$ cat src/rtl/input_conditioner_if.sv
// Bundle of the conditioner's data-path signals: raw asynchronous inputs
// in, synchronised/filtered levels and edge strobes out.
//
// Handshake: there is no valid/ready pair. WIRE_IN is a free-running level
// that may change at any time. WIRE_OUT is a level. RISE and FALL are
// single-cycle strobes. Every output is meaningful on every rising CLK edge.
interface input_conditioner_if #(
  parameter int DATA_WIDTH = 1
);
  logic [DATA_WIDTH-1:0] WIRE_IN;
  logic [DATA_WIDTH-1:0] WIRE_OUT;
  logic [DATA_WIDTH-1:0] RISE;
  logic [DATA_WIDTH-1:0] FALL;

  // Driving side: produces the raw lines and consumes the conditioned ones.
  modport master (
    output WIRE_IN,
    input  WIRE_OUT,
    input  RISE,
    input  FALL
  );

  // Conditioner side.
  modport slave (
    input  WIRE_IN,
    output WIRE_OUT,
    output RISE,
    output FALL
  );
endinterface

$ cat src/rtl/input_conditioner.sv
// Multi-channel input conditioner.
//
// Each channel passes through a SYNC_STAGES-deep synchroniser and then a
// stability filter. The filter accepts a new level only after that level has
// been held for FILTER_CYCLES consecutive cycles at the synchroniser output.
//
// Optional macro INPUT_COND_EDGE_EN adds registered one-cycle RISE/FALL
// strobes. Without it, RISE and FALL are tied to 0 and no edge flops exist.
//
// Parameter legality: SYNC_STAGES >= 2, FILTER_CYCLES >= 1.
// RESET_VALUE is a single bit that is replicated across all channels.
// All state is cleared by a synchronous, active-low RST_N.
module input_conditioner #(
  parameter int   DATA_WIDTH    = 1,
  parameter int   SYNC_STAGES   = 2,
  parameter int   FILTER_CYCLES = 4,
  parameter logic RESET_VALUE   = 1'b0
) (
  input logic                CLK,
  input logic                RST_N,
  input_conditioner_if.slave bus
);

  localparam int             CW      = $clog2(FILTER_CYCLES + 1);
  localparam logic [CW-1:0]  CNT_MAX = CW'(FILTER_CYCLES - 1);
  localparam logic [CW-1:0]  CNT_ONE = CW'(1);

  logic [DATA_WIDTH-1:0] sync_q [SYNC_STAGES];
  logic [DATA_WIDTH-1:0] sync_lvl;
  logic [DATA_WIDTH-1:0] out_q;
  logic [DATA_WIDTH-1:0] out_d;
  logic [CW-1:0]         cnt_q  [DATA_WIDTH];
  logic [CW-1:0]         cnt_d  [DATA_WIDTH];

  assign sync_lvl = sync_q[SYNC_STAGES-1];

  // Synchroniser chain: a pure shift register with no logic between stages.
  always_ff @(posedge CLK) begin
    if (!RST_N) begin
      for (int i = 0; i < SYNC_STAGES; i++) begin
        sync_q[i] <= {DATA_WIDTH{RESET_VALUE}};
      end
    end else begin
      sync_q[0] <= bus.WIRE_IN;
      for (int i = 1; i < SYNC_STAGES; i++) begin
        sync_q[i] <= sync_q[i-1];
      end
    end
  end

  // Filter decision per channel. Any cycle where the synchronised level
  // agrees with the output clears the count, so short excursions are dropped.
  always_comb begin
    out_d = out_q;
    for (int c = 0; c < DATA_WIDTH; c++) begin
      cnt_d[c] = '0;
      if (sync_lvl[c] != out_q[c]) begin
        if (cnt_q[c] == CNT_MAX) begin
          out_d[c] = sync_lvl[c];
        end else begin
          cnt_d[c] = cnt_q[c] + CNT_ONE;
        end
      end
    end
  end

  // Filter state: per-channel stability counters and the accepted levels.
  always_ff @(posedge CLK) begin
    if (!RST_N) begin
      out_q <= {DATA_WIDTH{RESET_VALUE}};
      for (int c = 0; c < DATA_WIDTH; c++) begin
        cnt_q[c] <= '0;
      end
    end else begin
      out_q <= out_d;
      for (int c = 0; c < DATA_WIDTH; c++) begin
        cnt_q[c] <= cnt_d[c];
      end
    end
  end

  assign bus.WIRE_OUT = out_q;

`ifdef INPUT_COND_EDGE_EN
  logic [DATA_WIDTH-1:0] rise_q;
  logic [DATA_WIDTH-1:0] fall_q;

  // Edge strobes are registered from the same next-state as WIRE_OUT. They
  // therefore line up with the first cycle of the new level. A reset clears
  // them and never creates one.
  always_ff @(posedge CLK) begin
    if (!RST_N) begin
      rise_q <= '0;
      fall_q <= '0;
    end else begin
      rise_q <= ~out_q & out_d;
      fall_q <= out_q & ~out_d;
    end
  end

  assign bus.RISE = rise_q;
  assign bus.FALL = fall_q;
`else
  assign bus.RISE = '0;
  assign bus.FALL = '0;
`endif

endmodule

$ cat src/flat_wrapper.sv
// flat-port wrapper written by rule: the top's interface ports become plain ports
module input_conditioner_flat 
#(
  parameter int   DATA_WIDTH    = 1,
  parameter int   SYNC_STAGES   = 2,
  parameter int   FILTER_CYCLES = 4,
  parameter logic RESET_VALUE   = 1'b0
)
  (CLK, RST_N, bus_WIRE_IN, bus_WIRE_OUT, bus_RISE, bus_FALL);
  input_conditioner_if #(.DATA_WIDTH(DATA_WIDTH)) bus_i ();
  input logic CLK;
  input logic RST_N;
  input wire logic [$bits(bus_i.WIRE_IN)-1:0] bus_WIRE_IN;
  output wire logic [$bits(bus_i.WIRE_OUT)-1:0] bus_WIRE_OUT;
  output wire logic [$bits(bus_i.RISE)-1:0] bus_RISE;
  output wire logic [$bits(bus_i.FALL)-1:0] bus_FALL;
  assign bus_i.WIRE_IN = bus_WIRE_IN;
  assign bus_WIRE_OUT = bus_i.WIRE_OUT;
  assign bus_RISE = bus_i.RISE;
  assign bus_FALL = bus_i.FALL;
  input_conditioner #(.DATA_WIDTH(DATA_WIDTH), .SYNC_STAGES(SYNC_STAGES), .FILTER_CYCLES(FILTER_CYCLES), .RESET_VALUE(RESET_VALUE)) u_core (.CLK(CLK), .RST_N(RST_N), .bus(bus_i));
endmodule
$ cat config.mk
export PLATFORM = sky130hd
export DESIGN_NAME = input_conditioner_flat
export DESIGN_NICKNAME = d
export VERILOG_FILES = /design/src/rtl/input_conditioner_if.sv /design/src/rtl/input_conditioner.sv /design/src/flat_wrapper.sv
export SDC_FILE = /design/constraint.sdc
export NUM_CORES = 1
export LEC_CHECK = 0
export CAP_MARGIN = 20
export CORE_AREA = 2 2 39 41
export DETAILED_ROUTE_END_ITERATION = 12
export DIE_AREA = 0 0 41 43
export HOLD_SLACK_MARGIN = 0.02
export PLACE_DENSITY = 0.39
export SETUP_SLACK_MARGIN = 0.4
export SYNTH_ARGS = -nofsm -noshare
export SYNTH_HDL_FRONTEND = slang
export SYNTH_SLANG_ARGS = --single-unit
$ cat constraint.sdc
create_clock -name CLK -period 1.8 [get_ports CLK]
set_input_delay 0.36 -clock CLK [delete_from_list [all_inputs] [get_ports CLK]]
set_output_delay 0.36 -clock CLK [all_outputs]
set_load 0.05 [all_outputs]
==> impl_metrics.env, run 1 <==
export IMPL_crit_buf_inv=1
export IMPL_area_growth_syn_to_layout_pct=25.0
export IMPL_synth_top_area_cell="dfxtp_1"
export IMPL_clk_latency_ns=0.24
export IMPL_syn_area_um2=235
export IMPL_crit_arrival_ns=0.81
export IMPL_endpoint_kind="output port"
export IMPL_cp_start_kind="flop"
export IMPL_final_common_cell="dfxtp_1"
export IMPL_multi_input_area_um2=100
export IMPL_ys_warn_count=0
export IMPL_final_util=0.212
export IMPL_cts_sinks=6
export IMPL_cts_resized=0
export IMPL_place_gp_congestion=0.600
export IMPL_overflow=0
export IMPL_finalHoldViolations=0
export IMPL_core_area_um2=1380
export IMPL_cpMaxStageDelayCell="dfxtp_1"
export IMPL_start_util=0.170
export IMPL_grt_max_degree=7
export IMPL_pin_count=6
export IMPL_finalInstanceArea_um2=294
export IMPL_synth_top_area_share=0.511
export IMPL_ant_nets=0
export IMPL_path_class="reg -> out"
export IMPL_dp_final_hpwl_um=235
export IMPL_nets=32
export IMPL_synth_seq_area_share=0.511
export IMPL_port_buffers=3
export IMPL_status="finished clean"
export IMPL_dpl_instance_area_um2=272
export IMPL_crit_fanout=3
export IMPL_cpPeakStageDelay_ns=0.35
export IMPL_drt_iter0_markers=1
export IMPL_grt_pass1_vias=146
export IMPL_ctsHoldBuffers=0
export IMPL_final_cell_mix="6 x dfxtp_1, 3 x clkbuf_4"
export IMPL_cp_cell_sequence="buf_4"
export IMPL_drive_above_1_share=0.200
export IMPL_dr_pass1_iters=2
export IMPL_grt_pass1_wl_um=517
export IMPL_synth_area_leaders="dfxtp_1 51%, ha_1 11%, nor4b_1 7.4%"
export IMPL_root_buffer="clkbuf_4"
export IMPL_synth_top_family_by_area="simple AND/OR/NAND/NOR gates"
export IMPL_diodes=0
export IMPL_wl_per_cell_um=7.54
export IMPL_max_clock_freq_ghz=0.857
export IMPL_rsz0062_at_grt="no"
export IMPL_post_cts_setup_buffer_count=0
export IMPL_die_area_um2=1760
export IMPL_drv_cap=0
export IMPL_min_path_type="reg -> reg"
export IMPL_powerDensity_nw_per_um2=941
export IMPL_synth_adder_area_share=0.106
export IMPL_seq_area_um2=120
export IMPL_synth_area_per_cell_um2=11.8
export IMPL_numCtsBuffers=3
export IMPL_critPathTopFamily="flip-flops"
export IMPL_totalWireLength_um=309
export IMPL_die_x_um=41
export IMPL_synth_distinct_cells=11
export IMPL_skew_ns=0.00120
export IMPL_synthSimpleGateAreaFrac=0.207
export IMPL_synth_compound_area_frac=0
export IMPL_rows=14
export IMPL_synthCells=20
export IMPL_setup_tns_ns=0
export IMPL_power_leakage_nw=0.114
export IMPL_fill_cells=151
export IMPL_irDropWorstVdd_uv=206
export IMPL_synth_xor_xnor_area_share=0.0372
export IMPL_period_minus_slack_ns=1.17
export IMPL_critPathRequiredTime_ns=1.44
export IMPL_ys_seq_elements=6
export IMPL_die_h_um=43
export IMPL_viasPerCell=3.44
export IMPL_h_tree_depth=1
export IMPL_groute_usage_overall=0.0502
export IMPL_synthMuxAreaShare=0.0426
export IMPL_cts_buffer_depth=2
export IMPL_setup_viol=0
export IMPL_slew_viol_final=0
export IMPL_drc=0
export IMPL_clk_pin_slew_ns=0.04
export IMPL_period_share=0.648
export IMPL_antenna_found_initial=0
export IMPL_via_count=141
export IMPL_cts_tree="built"
==> path summary, 6_finish.rpt <==
kind	startpoint	to	slack (ns)	cells after the start
max	u_core.bus.WIRE_OUT	bus_WIRE_OUT	0.63	1
min	u_core.cnt_q[0][0]	u_core.cnt_q[0][0]	0.43	1
max reg2reg	u_core.cnt_q[0][0]	u_core.cnt_q[0][2]	0.67	3
min reg2reg	u_core.cnt_q[0][0]	u_core.cnt_q[0][0]	0.43	1
==> area by class of cell <==
| cell class | count | share of cell area |
|---|---|---|
| flip-flops and latches | 6 | 0.409 |
| multi-input cells | 12 | 0.340 |
| repair buffers | 3 | 0.0936 |
| clock buffers | 3 | 0.0766 |
| inverters | 1 | 0.0128 |
| well taps | 16 | 0.0681 |
==> cell families (layout without fill, tap and decap cells) <==
logic type               after synthesis  in the layout
other                                  1              2
multiplexers                           1              1
flip-flops                             6              6
AND/OR/NAND/NOR                        6              6
adder cells (fa/ha/maj)                2              2
buffers and inverters                  3              7
XOR/XNOR                               1              1
==> sequential cells by signal, summed over array words and instances, names as in the netlist <==
name,cells
u_core.bus.WIRE_OUT,1
u_core.cnt_q,3
u_core.sync_q,2
==> layer usage <==
| layer | up-vias | wire length [um] | GRT usage |
|---|---|---|---|
| met4 | 0 | 0 | 0.0600 |
| met3 | 0 | 17 | 0.0314 |
| met2 | 4 | 144 | 0.0531 |
| met1 | 63 | 146 | 0.0579 |
| met5 | - | 0 | 0 |
| li1 | 74 | - | - |
==> power by group <==
group / switching (mW) / internal (mW) / leakage [nW]
Clock: 0.0456 / 0.0752 / 0.0138
Sequential: 0.00126 / 0.136 / 0.0488
Combinational: 0.0118 / 0.00676 / 0.0516
Total: 0.0586 / 0.218 / 0.114
==> metrics by stage <==
stage               hold WS [ns]  cells  setup WS [ns]  total power [mW]
floorplan                  0.407     21          0.589             0.156
global placement           0.419     38          0.575             0.158
detailed placement         0.426     38          0.572             0.158
CTS                        0.429     41          0.618             0.287
global route               0.437     41          0.585             0.295
finish                     0.425     41          0.634             0.277
==> synth_stat cells <==
| cell | n |
|---|---|
| nor4b_1 | 2 |
| buf_4 | 2 |
| and2_1 | 2 |
| xnor2_1 | 1 |
| nor2b_1 | 1 |
| conb_1 | 1 |
| dfxtp_1 | 6 |
| mux2i_1 | 1 |
| and4bb_2 | 1 |
| inv_1 | 1 |
| ha_1 | 2 |
(Power assumes the default switching activity.)
==> run 2, diff against run 1 <==
==> constraint.sdc (replaced) <==
create_clock -name CLK -period 1.2 [get_ports CLK]
set_input_delay 0.24 -clock CLK [delete_from_list [all_inputs] [get_ports CLK]]
set_output_delay 0.24 -clock CLK [all_outputs]
set_load 0.05 [all_outputs]
==> run 2 against run 1 <==
  * Highest routed layer is now met4
  * Utilization rose by 6.9 points
  * Power is 61% higher
  * Global-route usage rose by 2.2 points
  * Critical endpoint is now u_core.cnt_q[0][0]
==> impl_metrics.env, run 2 (synthesized netlist as in run 1, its figures left out) <==
export IMPL_status="finished clean"
export IMPL_root_buffer="clkbuf_4"
export IMPL_holdWs_ns=0.438
export IMPL_period_minus_slack_ns=1.03
export IMPL_place_gp_congestion=0.540
export IMPL_period_share=0.856
export IMPL_dr_pass1_iters=1
export IMPL_diodes=0
export IMPL_min_path_cells=1
export IMPL_rows=14
export IMPL_critPathRequiredTime_ns=1.34
export IMPL_setup_tns_ns=0
export IMPL_overflow=0
export IMPL_area_growth_syn_to_layout_pct=65.4
export IMPL_cp_start_kind="flop"
export IMPL_min_path_type="reg -> reg"
export IMPL_path_class="reg -> reg"
export IMPL_largest_reg_flops=3
export IMPL_worstRegToRegCells=3
export IMPL_max_clock_freq_ghz=0.974
export IMPL_cp_common_cell="ha_4"
export IMPL_cp_num_cells=3
export IMPL_ctsHoldBuffers=0
export IMPL_wl_per_cell_um=10.5
export IMPL_ant_nets=0
export IMPL_rsz0062_at_grt="yes"
export IMPL_endpoint_kind="flop"
export IMPL_power_leakage_nw=0.134
export IMPL_crit_buf_inv=0
export IMPL_pin_count=6
export IMPL_top_register="u_core.cnt_q"
export IMPL_critPathTopFamily="adder cells"
export IMPL_crit_arrival_ns=1.17
export IMPL_drive_above_1_share=0.519
export IMPL_core_area_um2=1380
export IMPL_final_cell_mix="3 x clkbuf_4, 3 x dfxtp_1"
export IMPL_grt_max_degree=7
export IMPL_drt_iter0_markers=0
export IMPL_antenna_found_initial=0
export IMPL_powerDensity_nw_per_um2=1140
export IMPL_die_h_um=43
export IMPL_irDropWorstVdd_uv=406
export IMPL_finalHoldViolations=0
export IMPL_grt_pass1_vias=177
export IMPL_totalWireLength_um=452
export IMPL_cts_buffer_depth=2
export IMPL_crit_fanout=4
export IMPL_nets=33
export IMPL_clk_latency_ns=0.25
export IMPL_cpMaxStageDelayCell="dfxtp_2"
export IMPL_h_tree_depth=1
export IMPL_drv_cap=0
export IMPL_numCtsBuffers=3
export IMPL_cpPeakStageDelay_ns=0.32
export IMPL_via_count=157
export IMPL_groute_usage_overall=0.0727
export IMPL_grt_pass1_wl_um=724
export IMPL_cts_tree="built"
export IMPL_port_buffers=3
export IMPL_clk_pin_slew_ns=0.05
export IMPL_setup_viol=0
export IMPL_viasPerCell=3.65
export IMPL_start_util=0.170
export IMPL_drc=0
export IMPL_cp_cell_sequence="ha_4 > ha_4 > nor4b_4"
export IMPL_dp_final_hpwl_um=284
export IMPL_cts_sinks=6
export IMPL_slew_viol_final=0
export IMPL_die_area_um2=1760
export IMPL_die_x_um=41
export IMPL_skew_ns=0.00634
-- run 2: final cells by class --
class | count | area [um2]
timing repair buffer | 4 | 47.5
multi-input combinational | 12 | 165
clock buffer | 4 | 26.3
sequential | 6 | 126
fill | 148 | 995
tap | 16 | 20.0
inverter | 1 | 3.75
-- run 2: path summary, 6_finish.rpt --
check,startpoint,to,slack [ns]
worst max register to register,u_core.cnt_q[0][0],u_core.cnt_q[0][0],0.17
worst min-delay path,u_core.sync_q[0][0],u_core.sync_q[0][1],0.44
worst min register to register,u_core.sync_q[0][0],u_core.sync_q[0][1],0.44
worst max-delay path,u_core.cnt_q[0][0],u_core.cnt_q[0][0],0.17
-- run 2: repair_timing --
item	in CTS	in global routing
hold endpoints to repair	0	0
gates resized for setup	1	2
setup endpoints to repair	5	5
pin swaps	2	1
setup buffers	1	0
-- run 2: power by group --
group | switching, mW | internal, mW | total, mW
Sequential | 0.00331 | 0.202 | 0.205
Clock | 0.0770 | 0.126 | 0.203
Combinational | 0.0209 | 0.0153 | 0.0362
-- run 2: stage by stage --
| step | power [mW] | worst slack (ns) | cell area (um2) | instances | utilization |
|---|---|---|---|---|---|
| 6_report | 0.445 | 0.173 | 389 | 43 | 0.281 |
| 5_1_grt | 0.469 | 0.149 | 389 | 43 | 0.281 |
| 4_1_cts | 0.454 | 0.183 | 369 | 43 | 0.267 |
| 3_5_place_dp | 0.238 | -0.0115 | 329 | 38 | 0.238 |
| 3_3_place_gp | 0.237 | 0.0858 | 329 | 38 | 0.238 |
| 2_1_floorplan | 0.234 | 0.221 | 284 | 21 | - |
-- run 2: metal layers --
layer / track usage / wire length, um / vias up
met5: 0 / 0 / -
met1: 0.0588 / 173 / 71
li1: - / - / 78
met2: 0.103 / 245 / 6
met3: 0.0157 / 17 / 2
met4: 0.120 / 17 / 0
